<file path="src/rtl/peak_meter_mc.sv">
// Multi-channel peak-hold level meter with a decimated moving-average window per channel.
// Optional sticky clip flags are built only when PEAK_CLIP_EN is defined.
module peak_meter_mc #(
  parameter int unsigned DATA_W     = 12,
  parameter int unsigned NUM_CH     = 4,
  parameter int unsigned AVG_LOG2   = 2,
  parameter int unsigned DECIM      = 12,
  parameter int unsigned HOLD_CNT   = 8,
  parameter int unsigned DECAY_STEP = 1,
  localparam int unsigned CH_W      = (NUM_CH > 1) ? $clog2(NUM_CH) : 1
) (
  input  logic                     CLK,
  input  logic                     RESET,
  input  logic                     SAMPLE_VALID,
  input  logic [CH_W-1:0]          SAMPLE_CH,
  input  logic [DATA_W-1:0]        SAMPLE_DAT,
  input  logic                     CLIP_CLR,
  output logic [NUM_CH*DATA_W-1:0] MPEAK,
  output logic [NUM_CH*DATA_W-1:0] AVG,
  output logic [NUM_CH-1:0]        UPD,
  output logic [NUM_CH-1:0]        CLIP
);

  localparam int unsigned WIN    = 1 << AVG_LOG2;
  localparam int unsigned SUM_W  = DATA_W + AVG_LOG2;
  localparam int unsigned DC_W   = 8;
  localparam int unsigned HOLD_W = 16;

  logic [DATA_W-1:0] win  [NUM_CH][WIN];
  logic [DC_W-1:0]   dcnt [NUM_CH];
  logic [HOLD_W-1:0] hold [NUM_CH];
  logic [DATA_W-1:0] peak [NUM_CH];
  logic [DATA_W-1:0] avg  [NUM_CH];
  logic [NUM_CH-1:0] upd;
  logic              pend;
  logic [CH_W-1:0]   pend_ch;

  logic [NUM_CH-1:0] sel;
  logic [NUM_CH-1:0] push;
  logic [DATA_W-1:0] cand     [NUM_CH];
  logic [DATA_W-1:0] peak_dec [NUM_CH];
  logic [DATA_W-1:0] peak_nxt [NUM_CH];
  logic [HOLD_W-1:0] hold_nxt [NUM_CH];
  logic [SUM_W-1:0]  pend_sum;
  logic              any_push;

  // Channel select, decimation push and peak/hold next-state per channel.
  always_comb begin
    any_push = 1'b0;
    for (int c = 0; c < NUM_CH; c++) begin
      sel[c]      = SAMPLE_VALID && (SAMPLE_CH == CH_W'(c));
      push[c]     = sel[c] && (dcnt[c] == '0);
      cand[c]     = push[c] ? SAMPLE_DAT : win[c][0];
      peak_dec[c] = (32'(peak[c]) > DECAY_STEP) ? peak[c] - DATA_W'(DECAY_STEP) : '0;
      peak_nxt[c] = peak[c];
      hold_nxt[c] = hold[c];
      if (cand[c] > peak[c]) begin
        peak_nxt[c] = cand[c];
        hold_nxt[c] = '0;
      end else if (32'(hold[c]) == HOLD_CNT) begin
        peak_nxt[c] = peak_dec[c];
        hold_nxt[c] = '0;
      end else begin
        hold_nxt[c] = hold[c] + HOLD_W'(1);
      end
      any_push = any_push | push[c];
    end
  end

  // Window sum of the channel pushed on the previous edge.
  always_comb begin
    pend_sum = '0;
    for (int c = 0; c < NUM_CH; c++) begin
      if (pend_ch == CH_W'(c)) begin
        for (int i = 0; i < WIN; i++) begin
          pend_sum = pend_sum + SUM_W'(win[c][i]);
        end
      end
    end
  end

  always_ff @(posedge CLK) begin
    if (RESET) begin
      pend    <= 1'b0;
      pend_ch <= '0;
      upd     <= '0;
      for (int c = 0; c < NUM_CH; c++) begin
        dcnt[c] <= '0;
        hold[c] <= '0;
        peak[c] <= '0;
        avg[c]  <= '0;
        for (int i = 0; i < WIN; i++) begin
          win[c][i] <= '0;
        end
      end
    end else begin
      pend    <= any_push;
      pend_ch <= SAMPLE_CH;
      for (int c = 0; c < NUM_CH; c++) begin
        upd[c] <= pend && (pend_ch == CH_W'(c));
        if (pend && (pend_ch == CH_W'(c))) begin
          avg[c] <= DATA_W'(pend_sum >> AVG_LOG2);
        end
        if (sel[c]) begin
          dcnt[c] <= (32'(dcnt[c]) == DECIM - 1) ? '0 : dcnt[c] + DC_W'(1);
          peak[c] <= peak_nxt[c];
          hold[c] <= hold_nxt[c];
        end
        if (push[c]) begin
          win[c][0] <= SAMPLE_DAT;
          for (int i = 1; i < WIN; i++) begin
            win[c][i] <= win[c][i-1];
          end
        end
      end
    end
  end

  for (genvar g = 0; g < NUM_CH; g++) begin : g_pack
    assign MPEAK[g*DATA_W +: DATA_W] = peak[g];
    assign AVG[g*DATA_W +: DATA_W]   = avg[g];
  end

  assign UPD = upd;

`ifdef PEAK_CLIP_EN
  logic [NUM_CH-1:0] clip;

  // A full-scale sample sets the flag; a same-edge clear loses to the set.
  always_ff @(posedge CLK) begin
    if (RESET) begin
      clip <= '0;
    end else begin
      for (int c = 0; c < NUM_CH; c++) begin
        if (sel[c] && (SAMPLE_DAT == '1)) begin
          clip[c] <= 1'b1;
        end else if (CLIP_CLR) begin
          clip[c] <= 1'b0;
        end
      end
    end
  end

  assign CLIP = clip;
`else
  logic unused_clip_clr;
  assign unused_clip_clr = CLIP_CLR;
  assign CLIP = '0;
`endif

endmodule

</file>
<file path="config.mk">
export PLATFORM = sky130hd
export DESIGN_NAME = peak_meter_mc
export DESIGN_NICKNAME = d
export VERILOG_FILES = /design/src/rtl/peak_meter_mc.sv
export SDC_FILE = /design/constraint.sdc
export NUM_CORES = 1
export LEC_CHECK = 0
export CAP_MARGIN = 20
export CORE_UTILIZATION = 26
export CTS_BUF_LIST = sky130_fd_sc_hd__clkbuf_4
export CTS_CLUSTER_SIZE = 12
export DETAILED_ROUTE_END_ITERATION = 8
export GPL_TIMING_DRIVEN = 1
export MAX_ROUTING_LAYER = met4
export PLACE_DENSITY = 0.4
export SKIP_CTS_REPAIR_TIMING = 1
export SLEW_MARGIN = 20
export SYNTH_ARGS = -nofsm -noshare
export SYNTH_HDL_FRONTEND = slang
export SYNTH_SLANG_ARGS = --single-unit
</file>
<file path="constraint.sdc">
create_clock -name CLK -period 19.8 [get_ports CLK]
set_input_delay 2.97 -clock CLK [delete_from_list [all_inputs] [get_ports CLK]]
set_output_delay 2.97 -clock CLK [all_outputs]
set_load 0.01 [all_outputs]
</file>
* Word-level counts from Yosys, hierarchy flattened *
Memories as Yosys holds them, arrays and structs flattened.
Index checks and enable logic that the tools add are counted.

word-level totals
  register bits = 7
  memory bits (writable) = 384
  bits of input ports = 18
  logic and storage cells = 212
  memories = 5

memory list
  memory  words  bits a word  read ports  clocked after memory_dff  wr ports  line  source
  win     4      48           4           0                         4         29    logic [DATA_W-1:0] win [NUM_CH][WIN];
  hold    4      16           4           0                         4         31    logic [HOLD_W-1:0] hold [NUM_CH];
  avg     4      12           4           0                         4         33    logic [DATA_W-1:0] avg [NUM_CH];
  peak    4      12           4           0                         4         32    logic [DATA_W-1:0] peak [NUM_CH];
  dcnt    4      8            4           0                         4         30    logic [DC_W-1:0] dcnt [NUM_CH];

cells by class
  add/sub/neg operators = 27
  order comparisons = 8
  equality and inequality tests = 14
  multiplexer cells = 102
  bitwise logic cells = 35
  reduce and logical (&&, ||, !) cells = 18

operators with widths
  kind                                                                              count
  12-bit two-way mux                                                                40
  16-bit two-way mux                                                                12
  14-bit by 12-bit adder with 14-bit output                                         13
  16-bit by 1-bit adder with 16-bit output, second input constant                   4
  16-bit by 4-bit == test with 1-bit output, second input constant                  4
  8-bit two-way mux                                                                 8
  14-bit two-way mux                                                                4
  12-bit by 1-bit greater-than comparator with 1-bit output, second input constant  4
  12-bit greater-than comparator                                                    4
  12-bit by 1-bit subtractor with 12-bit output, second input constant              4
  1-bit two-way mux                                                                 38
  1-bit bitwise OR                                                                  35
  8-bit by 1-bit adder with 8-bit output, second input constant                     4
  8-bit by 4-bit == test with 1-bit output, second input constant                   4
  8-bit zero test                                                                   4
  13-bit by 12-bit adder with 14-bit output                                         1
  12-bit by 12-bit adder with 13-bit output                                         1
  1-bit logical AND                                                                 12
  2-bit == test, second input constant                                              4
  2-bit by 1-bit == test with 1-bit output, second input constant                   2
  2-bit zero test                                                                   2

* Logic depth before layout (Yosys ltp) *
An unclocked memory read counts as a cell.

  depth after elaboration = 21
  mapped depth = 48
  depth with buffers taken out = 48

* Worst setup path after synthesis *
Ideal clock, no wire load.

  kind = reg2reg
  start = memory win[0][13] (netlist name)
  end = memory avg[3][11] (data pin)
  arrival time = 10.983 ns
  data required time = 19.534 ns
  path slack = 8.551 ns
  cell stages (with the launch flop) = 49
  clock period less this slack = 11.249 ns
  path through = edfxtp_1 -> inv_1 -> fa_1 -> fa_1 -> inv_1 -> ha_1 -> fa_1 -> a211oi_1 -> o21bai_1 -> a21oi_1 -> xnor2_1 -> nand2_1 -> fa_1 -> inv_1 -> fa_1 -> inv_1 -> fa_1 -> inv_1 -> [... 13 more ...] -> a21o_1 -> a21oi_1 -> o21ai_0 -> xor2_1 -> a211oi_2 -> inv_1 -> fa_1 -> fa_1 -> inv_1 -> fa_1 -> inv_1 -> ha_1 -> o21a_1 -> o21ai_0 -> nor2b_1 -> a21oi_1 -> xnor2_1 -> nor2_1

RTL lines
  item                line
  start: declaration  29
  end: declaration    33

==> impl_metrics.ini <==
[place]
placed_cells = 3645
gp_congestion = 0.7912
dp_hpwl_mm = 48.50
preCtsSetupSlack_ns = 7.056
place_area_mm2 = 0.02814
io_buffers = 116

[power]
power.density_mw_per_mm2 = 114.5
switching_share_pct = 40.03
pwr-share-seq_pct = 29.1
p_total_mw = 3.386
comb_power_share_pct = 47.9
max-vdd-ir-drop_mv = 0.1020
power_frac_clock_pct = 23.0
power.internal_mw = 2.030
p_leak_nw = 11.91
switching_power_mw = 1.355

[global_route]
grt_pass1_vias = 17990
grt_antenna_before_repair = 3
grt_max_degree = 86
grt_pass1_wl_mm = 104.5
grt-ovfl-total = 0
gr-usage-all-layers_pct = 14.01

[status]
status = finished, violations left
violations = DRC

[critical_path]
critical_path_arrival_ns = 13.27
crit_path_end_kind = register
r2r_cells = 45
crit_path_start_kind = register
slowest_stage = a2111oi_2
required_ns = 20.43
cp.depth = 45
crit_top_cell = fa_1
crit_family = adder cells
cp_num_buf_inv = 11
critical-path-max-stage-delay_ns = 0.55
cp_max_fo = 6
critical_path_class = register to register

[timing]
drv_slew = 0
whs_ns = 0.5482
worst_slew_pin_slew_ns = 1.052
finalClockSkew_ns = 0.04431
hold_violations = 0
period_share_pct = 63.81
fin_crit_ns = 12.63
clock.fmax_mhz = 79.15
setup_viol = 0
finalSetupTns_ns = 0
layout_setup_ws_ns = 7.166
slew_headroom_pct = 29.31
rsz0062_at_grt = false

[clock_network]
tritoncts = done
root_buffer = clkbuf_4
cts.path.max_buffers = 3
clk_pin_slew_worst_paths_ns = 0.07
cts_inserted_buffers = 114
clock-sinks = 391
htree_levels = 3
insertion_delay_ns = 0.92

[finish]
layout-drive-gt1-share_pct = 11.25
mostFrequentLayoutCell = edfxtp_1
area_growth_pct = 15.99
nNetsFinal = 2763
seqCellArea_mm2 = 0.01167
n_fill_cell = 9967
stdcell_count = 3839
final_util_pct = 30.53
multiInputGateArea_mm2 = 0.01236
fin_area_mm2 = 0.02957
mostFrequentLayoutCells = edfxtp_1, inv_1, and2_1, nor2_1, clkbuf_4

[floorplanning]
die_area_mm2 = 0.09930
fp.dieH_um = 315.1
design.core.area_mm2 = 0.09685
die_w_um = 315.1
row_count = 114
start_util_pct = 26.32
ios = 122

[synth]
synth-edff-count = 384
yosys_warnings = 0
synth-seq-cells = 391
synth_seq_area_share_pct = 45.79
async_reset_ff_share_pct = 0
synth_area_per_cell_um2 = 11.13
syn_inst = 2291
ys.flop_type = edfxtp_1
synth_area_mm2 = 0.02549
ys_types = 80

[route]
via_per_inst = 4.424
dr_total_vias = 16980
drc = 13
ant_nets = 0
wl_per_cell_um = 17.14
routed_wl_mm = 65.80
first_iter_violations = 957
drt-pass1-iter-count = 7

[worst_hold_path]
hold_path_class = register to register
whs_path_depth = 1

[flow_run]
drv_cap = 0
-- power groups by stage --
stage | Sequential (mW) | Clock [mW] | Combinational (mW)
2_1_floorplan | 0.995 | 0 | 1.19
3_3_place_gp | 1.00 | 0 | 1.63
3_5_place_dp | 1.00 | 0 | 1.63
4_1_cts | 0.985 | 0.825 | 1.65
5_1_grt | 0.990 | 0.859 | 1.88
6_report | 0.984 | 0.778 | 1.62
-- cells by family (layout without fill, tap and decap cells) --
| family | count (synthesis) | count (layout) | synth area share [%] |
|---|---|---|---|
| xor+xnor | 134 | 134 | 4.604 |
| mux | 106 | 106 | 4.580 |
| other cells | 1 | 6 | 0.01471 |
| fa+ha+maj | 260 | 260 | 16.56 |
| simple gates | 799 | 799 | 16.59 |
| compound gates | 219 | 219 | 5.885 |
| buf+inv | 381 | 648 | 5.983 |
| flops | 391 | 391 | 45.79 |
-- cells in the mapped netlist (all sizes together) (31+ instances only) --
master  count  area, um^2
nor2      175       664.4
xor2       60       525.5
a21oi      48       240.2
fa        129        2582
xnor2      74       648.1
mux2       61       716.9
mux2i      45       450.4
nor3       82       415.4
inv       317        1190
clkbuf     35       143.9
edfxtp    384       11530
and2      185        1157
nor2b      31       193.9
a21o       35       262.8
nand3      58       295.3
nand2     115       431.7
o21ai      44       220.2
ha        131        1639
-- layout make-up --
class / instances / share of cell area (%)
inverters: 317 / 4.024
multi-input cells: 1522 / 41.80
clock buffers: 161 / 4.088
repair buffers: 139 / 4.494
flip-flops and latches: 391 / 39.47
diodes: 2 / 0.01693
well taps: 1276 / 5.400
clock inverters: 31 / 0.7067
-- registers in the layout (all words and copies together) (netlist names) --
register	flops
dcnt	32
win	192
peak	48
hold	64
pend_ch	2
pend	1
avg	48
UPD	4
-- path summary, 6_finish.rpt --
| path | to | slack [ns] | startpoint |
|---|---|---|---|
| worst min-delay path | win[3][2] | 0.55 | win[3][14] |
| worst max register to register | avg[3][11] | 7.17 | win[0][13] |
| worst max-delay path | avg[3][11] | 7.17 | win[0][13] |
| worst min register to register | win[3][2] | 0.55 | win[3][14] |
-- per-layer routing --
metal | up-vias | wire [um] | global-route usage (%) | part of all wire (%)
met2 | 311 | 29700 | 21.56 | 45
met1 | 8253 | 31080 | 17.97 | 47
met3 | 132 | 2967 | 2.848 | 4.5
met5 | - | 0 | - | 0
li1 | 8288 | - | - | -
met4 | 0 | 2057 | 5.549 | 3.1
-- worst register-to-register path, delay by kind of cell, from the launching register on --
kind / cells / cell delay (ns)
flip-flops: 1 / 0.38
buffers and inverters: 11 / 0.77
AND/OR/NAND/NOR: 6 / 0.91
adder cells (fa/ha/maj): 16 / 7.11
XOR/XNOR: 3 / 0.39
AO/OA/AOI/OAI: 9 / 2.78
Note: power is estimated with default switching activity, not from simulation.
